--- src/rtl/mem_pkg.sv ---
`default_nettype none
// ============================================================================
//  Module      : mem_pkg
//  Description : Shared constants for the core-side RAM ports, the 8-bit
//                data RAM arbiter and its benches: data/address widths,
//                default latencies and the port FSM state encoding.
//  Revision    : 1.0 - initial release
// ============================================================================
package mem_pkg;

   // RAM data and address widths (one byte lane per core)
   localparam int DATA_W = 8;
   localparam int ADDR_W = 8;

   // Default latencies, shared with the arbiter
   localparam int RD_LAT_DEF  = 3;
   localparam int WR_HOLD_DEF = 2;

   // Port FSM state encoding
   localparam logic [2:0] ST_IDLE = 3'd0;
   localparam logic [2:0] ST_REQ  = 3'd1;
   localparam logic [2:0] ST_XFER = 3'd2;
   localparam logic [2:0] ST_DONE = 3'd3;
   localparam logic [2:0] ST_REL  = 3'd4;

endpackage : mem_pkg
`default_nettype wire

--- src/rtl/core_mem_port.sv ---
`default_nettype none
// ============================================================================
//  Module      : core_mem_port
//  Description : Core-side initiator for the shared 8-bit data RAM arbiter.
//                Accepts one load/store, raises this core's rden/wren lane,
//                waits for acq, counts out the RAM latency, returns a
//                one-cycle response and then forces a release cycle so the
//                round-robin arbiter can rotate.
//  Revision    : 1.0 - initial release
// ============================================================================
module core_mem_port
   import mem_pkg::*;
#(
   parameter int RD_LAT  = RD_LAT_DEF,
   parameter int WR_HOLD = WR_HOLD_DEF,
   parameter int TIMEOUT = 255,
   parameter int CNT_W   = 8
) (
   input  logic              clk,
   input  logic              rst,
   input  logic              req_valid,
   input  logic              req_we,
   input  logic [ADDR_W-1:0] req_addr,
   input  logic [DATA_W-1:0] req_wdata,
   output logic              req_ready,
   output logic              rsp_valid,
   output logic [DATA_W-1:0] rsp_rdata,
   output logic              rsp_err,
   output logic              mem_rden,
   output logic              mem_wren,
   output logic [ADDR_W-1:0] mem_addr,
   output logic [DATA_W-1:0] mem_din,
   input  logic              mem_acq,
   input  logic [DATA_W-1:0] mem_dq
);

   // Terminal counts for the XFER and REQ phases
   localparam logic [CNT_W-1:0] c_RD_LAST = CNT_W'(RD_LAT - 1);
   localparam logic [CNT_W-1:0] c_WR_LAST = CNT_W'(WR_HOLD - 1);
   localparam logic [CNT_W-1:0] c_TO_LAST = CNT_W'(TIMEOUT - 1);

   logic [2:0]        r_state;
   logic [CNT_W-1:0]  r_cnt;
   logic              r_req_ready;
   logic              r_rsp_valid;
   logic [DATA_W-1:0] r_rsp_rdata;
   logic              r_rsp_err;
   logic              r_rden;
   logic              r_wren;
   logic [ADDR_W-1:0] r_addr;
   logic [DATA_W-1:0] r_din;

   logic [CNT_W-1:0]  w_cnt_inc;
   logic              w_rd_done;
   logic              w_wr_done;
   logic              w_timeout;

   // Saturating increment and phase-end decodes; the active lane tells
   // whether the held transaction is a read or a write
   assign w_cnt_inc = (&r_cnt) ? r_cnt : r_cnt + 1'b1;
   assign w_rd_done = r_rden && (r_cnt == c_RD_LAST);
   assign w_wr_done = r_wren && (r_cnt == c_WR_LAST);
   assign w_timeout = (TIMEOUT != 0) && (r_cnt == c_TO_LAST);

   // Transaction FSM with its single shared counter and registered outputs
   always_ff @(posedge clk) begin
      if (rst) begin
         r_state     <= ST_IDLE;
         r_cnt       <= '0;
         r_req_ready <= 1'b0;
         r_rsp_valid <= 1'b0;
         r_rsp_rdata <= '0;
         r_rsp_err   <= 1'b0;
         r_rden      <= 1'b0;
         r_wren      <= 1'b0;
         r_addr      <= '0;
         r_din       <= '0;
      end else begin
         case (r_state)
            ST_IDLE: begin
               r_cnt <= '0;
               if (req_valid && r_req_ready) begin
                  r_req_ready <= 1'b0;
                  r_addr      <= req_addr;
                  r_din       <= req_wdata;
                  r_rden      <= ~req_we;
                  r_wren      <= req_we;
                  r_state     <= ST_REQ;
               end else begin
                  r_req_ready <= 1'b1;
               end
            end
            ST_REQ: begin
               if (mem_acq) begin
                  r_cnt   <= '0;
                  r_state <= ST_XFER;
               end else if (w_timeout) begin
                  // Give up without touching the RAM
                  r_rden      <= 1'b0;
                  r_wren      <= 1'b0;
                  r_rsp_valid <= 1'b1;
                  r_rsp_err   <= 1'b1;
                  r_state     <= ST_DONE;
               end else begin
                  r_cnt <= w_cnt_inc;
               end
            end
            ST_XFER: begin
               if (!mem_acq) begin
                  // Grant lost: keep the lane up and restart the wait
                  r_cnt   <= '0;
                  r_state <= ST_REQ;
               end else if (w_rd_done) begin
                  r_rsp_rdata <= mem_dq;
                  r_rden      <= 1'b0;
                  r_rsp_valid <= 1'b1;
                  r_state     <= ST_DONE;
               end else if (w_wr_done) begin
                  r_wren      <= 1'b0;
                  r_rsp_valid <= 1'b1;
                  r_state     <= ST_DONE;
               end else begin
                  r_cnt <= w_cnt_inc;
               end
            end
            ST_DONE: begin
               r_rsp_valid <= 1'b0;
               r_rsp_err   <= 1'b0;
               r_cnt       <= '0;
               r_state     <= ST_REL;
            end
            ST_REL: begin
               // Second lane-low cycle so the arbiter can rotate
               r_req_ready <= 1'b1;
               r_state     <= ST_IDLE;
            end
            default: begin
               r_rden      <= 1'b0;
               r_wren      <= 1'b0;
               r_rsp_valid <= 1'b0;
               r_rsp_err   <= 1'b0;
               r_req_ready <= 1'b0;
               r_cnt       <= '0;
               r_state     <= ST_IDLE;
            end
         endcase
      end
   end

   assign req_ready = r_req_ready;
   assign rsp_valid = r_rsp_valid;
   assign rsp_rdata = r_rsp_rdata;
   assign rsp_err   = r_rsp_err;
   assign mem_rden  = r_rden;
   assign mem_wren  = r_wren;
   assign mem_addr  = r_addr;
   assign mem_din   = r_din;

endmodule : core_mem_port
`default_nettype wire

--- config.mk ---
export PLATFORM = sky130hd
export DESIGN_NAME = core_mem_port
export DESIGN_NICKNAME = d
export VERILOG_FILES = /design/src/rtl/mem_pkg.sv /design/src/rtl/core_mem_port.sv
export SDC_FILE = /design/constraint.sdc
export NUM_CORES = 1
export LEC_CHECK = 0
export CAP_MARGIN = 10
export CORE_MARGIN = 2
export CORE_UTILIZATION = 45
export CTS_BUF_LIST = sky130_fd_sc_hd__clkbuf_16
export CTS_CLUSTER_SIZE = 10
export DETAILED_ROUTE_END_ITERATION = 8
export GPL_ROUTABILITY_DRIVEN = 1
export PLACE_DENSITY = 0.75
export SLEW_MARGIN = 20
export SYNTH_ARGS = -nofsm -noshare
export SYNTH_HDL_FRONTEND = slang
export SYNTH_SLANG_ARGS = --single-unit
--- constraint.sdc ---
create_clock -name clk -period 2.4 [get_ports clk]
set_input_delay 0.6 -clock clk [delete_from_list [all_inputs] [get_ports clk]]
set_output_delay 0.6 -clock clk [all_outputs]
set_load 0.02 [all_outputs]
==> run_results.csv <==
group,metric,value,unit
synth,synth_edf_count,0,
synth,asyncSetResetFlopFracSynth,0,%
place,dp.cells,330,
timing,finalWorstSetupSlack,0.194,ns
synth,synth_top_family_by_area,"simple AND/OR/NAND/NOR gates",
layout,syn_to_final_growth,40.9,%
clock_network,cts_max_level,2,
die,rows,23,
timing,fmax,453,MHz
drt,drt_iter0_drc,90,
drt,drc,2,
place,place_ws,-0.0630,ns
synth,ys_top_cells_by_area,"dfxtp_1 (42%), nand2_1 (8.0%), a21oi_1 (7.0%), mux2i_1 (5.2%), nor2_1 (3.7%)",
synth,ys_seq_elements,40,
drt,vias,1843,
grt,antenna_found_initial,0,
synth,synth_area,1920,sq um
synth,synth_top_area_share,41.6,%
layout,regArea,801,sq um
layout,antennaDiodeCount,0,
critical_path,cp_data_arrival_time,2.37,ns
die,start_util,47.4,%
clock_network,cts_tree,"yes",
place,hpwl,3280,um
drt,ant_nets,0,
synth,synth-compound-area-share,20.7,%
synth,syn_nets,261,
timing,min_period,2.21,ns
drt,wl_per_cell,14.0,um
critical_path,critical_path_class,"primary input to flip-flop",
power_and_ir_drop,ir_drop,476,uV
grt,grt_usage,20.2,%
clock_network,clk_latency,0.28,ns
die,core-area,4060,sq um
run_status,run_status,"finished with violations",
critical_path,r2r_slack,0.27,ns
die,die_w,69.4,um
synth,yosys_warnings,0,
timing,finalHoldViolations,0,
grt,grt_max_degree,25,
timing,holdWs,0.453,ns
clock_network,cts-buffers-inserted,5,
timing,report.final.slew_viol_count,0,
timing,slew_headroom,55.0,%
timing,setup_viol,0,
clock_network,hold_buffers,0,
power_and_ir_drop,p_per_area,616,nW/um^2
grt,grt_overflow,0,
timing,fin_skew,0.00288,ns
layout,drive_gt1_share,10.4,%
timing,min_period_over_period,91.9,%
timing,finalSetupTns,0,ns
clock_network,cts-root-buf,"clkbuf_16",
critical_path,cp-start-kind,"primary input",
layout,postLayoutCellArea,2710,sq um
synth,synth_seq_area_share,41.6,%
power_and_ir_drop,p_leak,1.01,nW
die,die-area,4820,sq um
synth,yosysTopAreaCell,"dfxtp_1",
synth,syn-mean-instance-area,8.40,sq um
run_status,failed_checks,"design-rule violations",
clock_network,cts.clk_slew.worst_paths,0.06,ns
hold_path,hold_path.class,"flip-flop to flip-flop",
place,post_dp_cell_area,2550,sq um
drt,firstDrtPassIters,6,
clock_network,clockBufferDepth,2,
clock_network,cts_sinks,40,
place,gp_congestion,0.891,
layout,nets,319,
drt,finalWirelength,4740,um
grt,grt_first_pass_wirelength,8050,um
synth,synthMuxAreaShare,5.20,%
critical_path,crit_fanout,11,
synth,synth_ff_type,"dfxtp_1",
synth,synthSimpleGateAreaFrac,25.5,%
timing,rsz0062_at_grt,"false",
layout,multiInputGateArea,1040,sq um
clock_network,cts_setup_buffers,0,
grt,first_global_vias,1733,
critical_path,required,2.57,ns
die,ios,58,
critical_path,cp-end-kind,"flip-flop",
timing,worstMarginPinSlew,0.674,ns
layout,fin_util,66.8,%
synth,synthAdderAreaFrac,1.95,%
job,cap_viol_max_count,0,
layout,layoutNonFillerInstCount,338,
power_and_ir_drop,p_total,1.67,mW
die,dieHeight,69.4,um
synth,synth_cell_type_count,46,
synth,synth_xor_xnor_area_share,0.455,%
clock_network,cts_resized,0,
synth,syn_inst,229,
layout,fillers,350,
drt,via_per_inst,5.45,
place,numPortBuffers,57,
## worst max-delay path, cell delays in order
cell             delay, ns
clkdlybuf4s50_1       0.51
nand4b_1              0.14
o31a_1                0.18
a2bb2oi_2             0.54
nand2_2               0.11
a32o_1                0.29
## per-layer routing
layer  track usage, %  part of all wire (%)  up-vias  wire length, um
li1                 -                     -      929                -
met1             25.0                    44      866             2100
met2             35.0                    50       46             2380
met3             4.51                   4.9        2              230
met4             5.88                  0.57        0               27
met5                0                     0        -                0
## cells in the mapped netlist, types with 2 or more instances
cell,n
a211oi_2,3
o311a_1,2
buf_6,2
ha_1,3
nor3_1,7
nand3_1,7
nand2b_1,2
and2_1,4
nor2_1,19
mux2i_1,10
nor3_2,2
a21oi_1,27
nand2_2,2
o21ai_0,8
nand4_1,2
a211oi_1,2
clkbuf_1,11
nand2_1,41
inv_1,5
nor3b_1,3
a32o_1,2
o211ai_1,2
dfxtp_1,40
## final cells by class
class	instances	share of cell area, %
clock inverters	3	1.38
inverters	5	0.692
flip-flops and latches	40	29.5
clock buffers	5	4.61
repair buffers	65	23.3
well taps	50	2.31
multi-input cells	170	38.2
## state kept, by name, summed over array words and instances (netlist names)
register / cells
rsp_err: 1
r_state: 3
rsp_rdata: 8
r_cnt: 8
rsp_valid: 1
mem_wren: 1
mem_addr: 8
req_ready: 1
mem_rden: 1
mem_din: 8
## kinds of logic after synthesis
family,Yosys count
AO/OA/AOI/OAI,56
XOR/XNOR,1
adder cells (fa/ha/maj),3
AND/OR/NAND/NOR,100
buffers and inverters,19
flip-flops,40
multiplexers,10
## layout by cell type (no fill, tap or decap), drive strengths merged, types with 2 or more instances in the layout
master	count
mux2i	10
a211oi	6
clkdlybuf4s50	57
nor2	19
nand2	43
nor3	9
clkinv	2
dfxtp	40
o211ai	2
inv	5
o21ai	8
nand4	2
a32o	2
o311a	2
and2	4
nand3	7
buf	8
ha	3
a21oi	28
nand2b	2
clkbuf	5
nor3b	3
or2	2
a41oi	2
## path summary, 6_finish.rpt
check	cells past startpoint	endpoint	startpoint
setup reg to reg	7	r_cnt[0]	r_cnt[0]
hold reg to reg	2	mem_addr[3]	mem_addr[3]
hold / removal	2	mem_addr[3]	mem_addr[3]
setup / recovery	6	r_cnt[0]	mem_acq
## power breakdown
group	switching, mW	leakage [nW]	internal, mW
Clock	0.263	0.0789	0.483
Combinational	0.107	0.603	0.115
Sequential	0.0164	0.324	0.687
Total	0.386	1.01	1.28
Note: power is estimated with default switching activity, not from simulation.
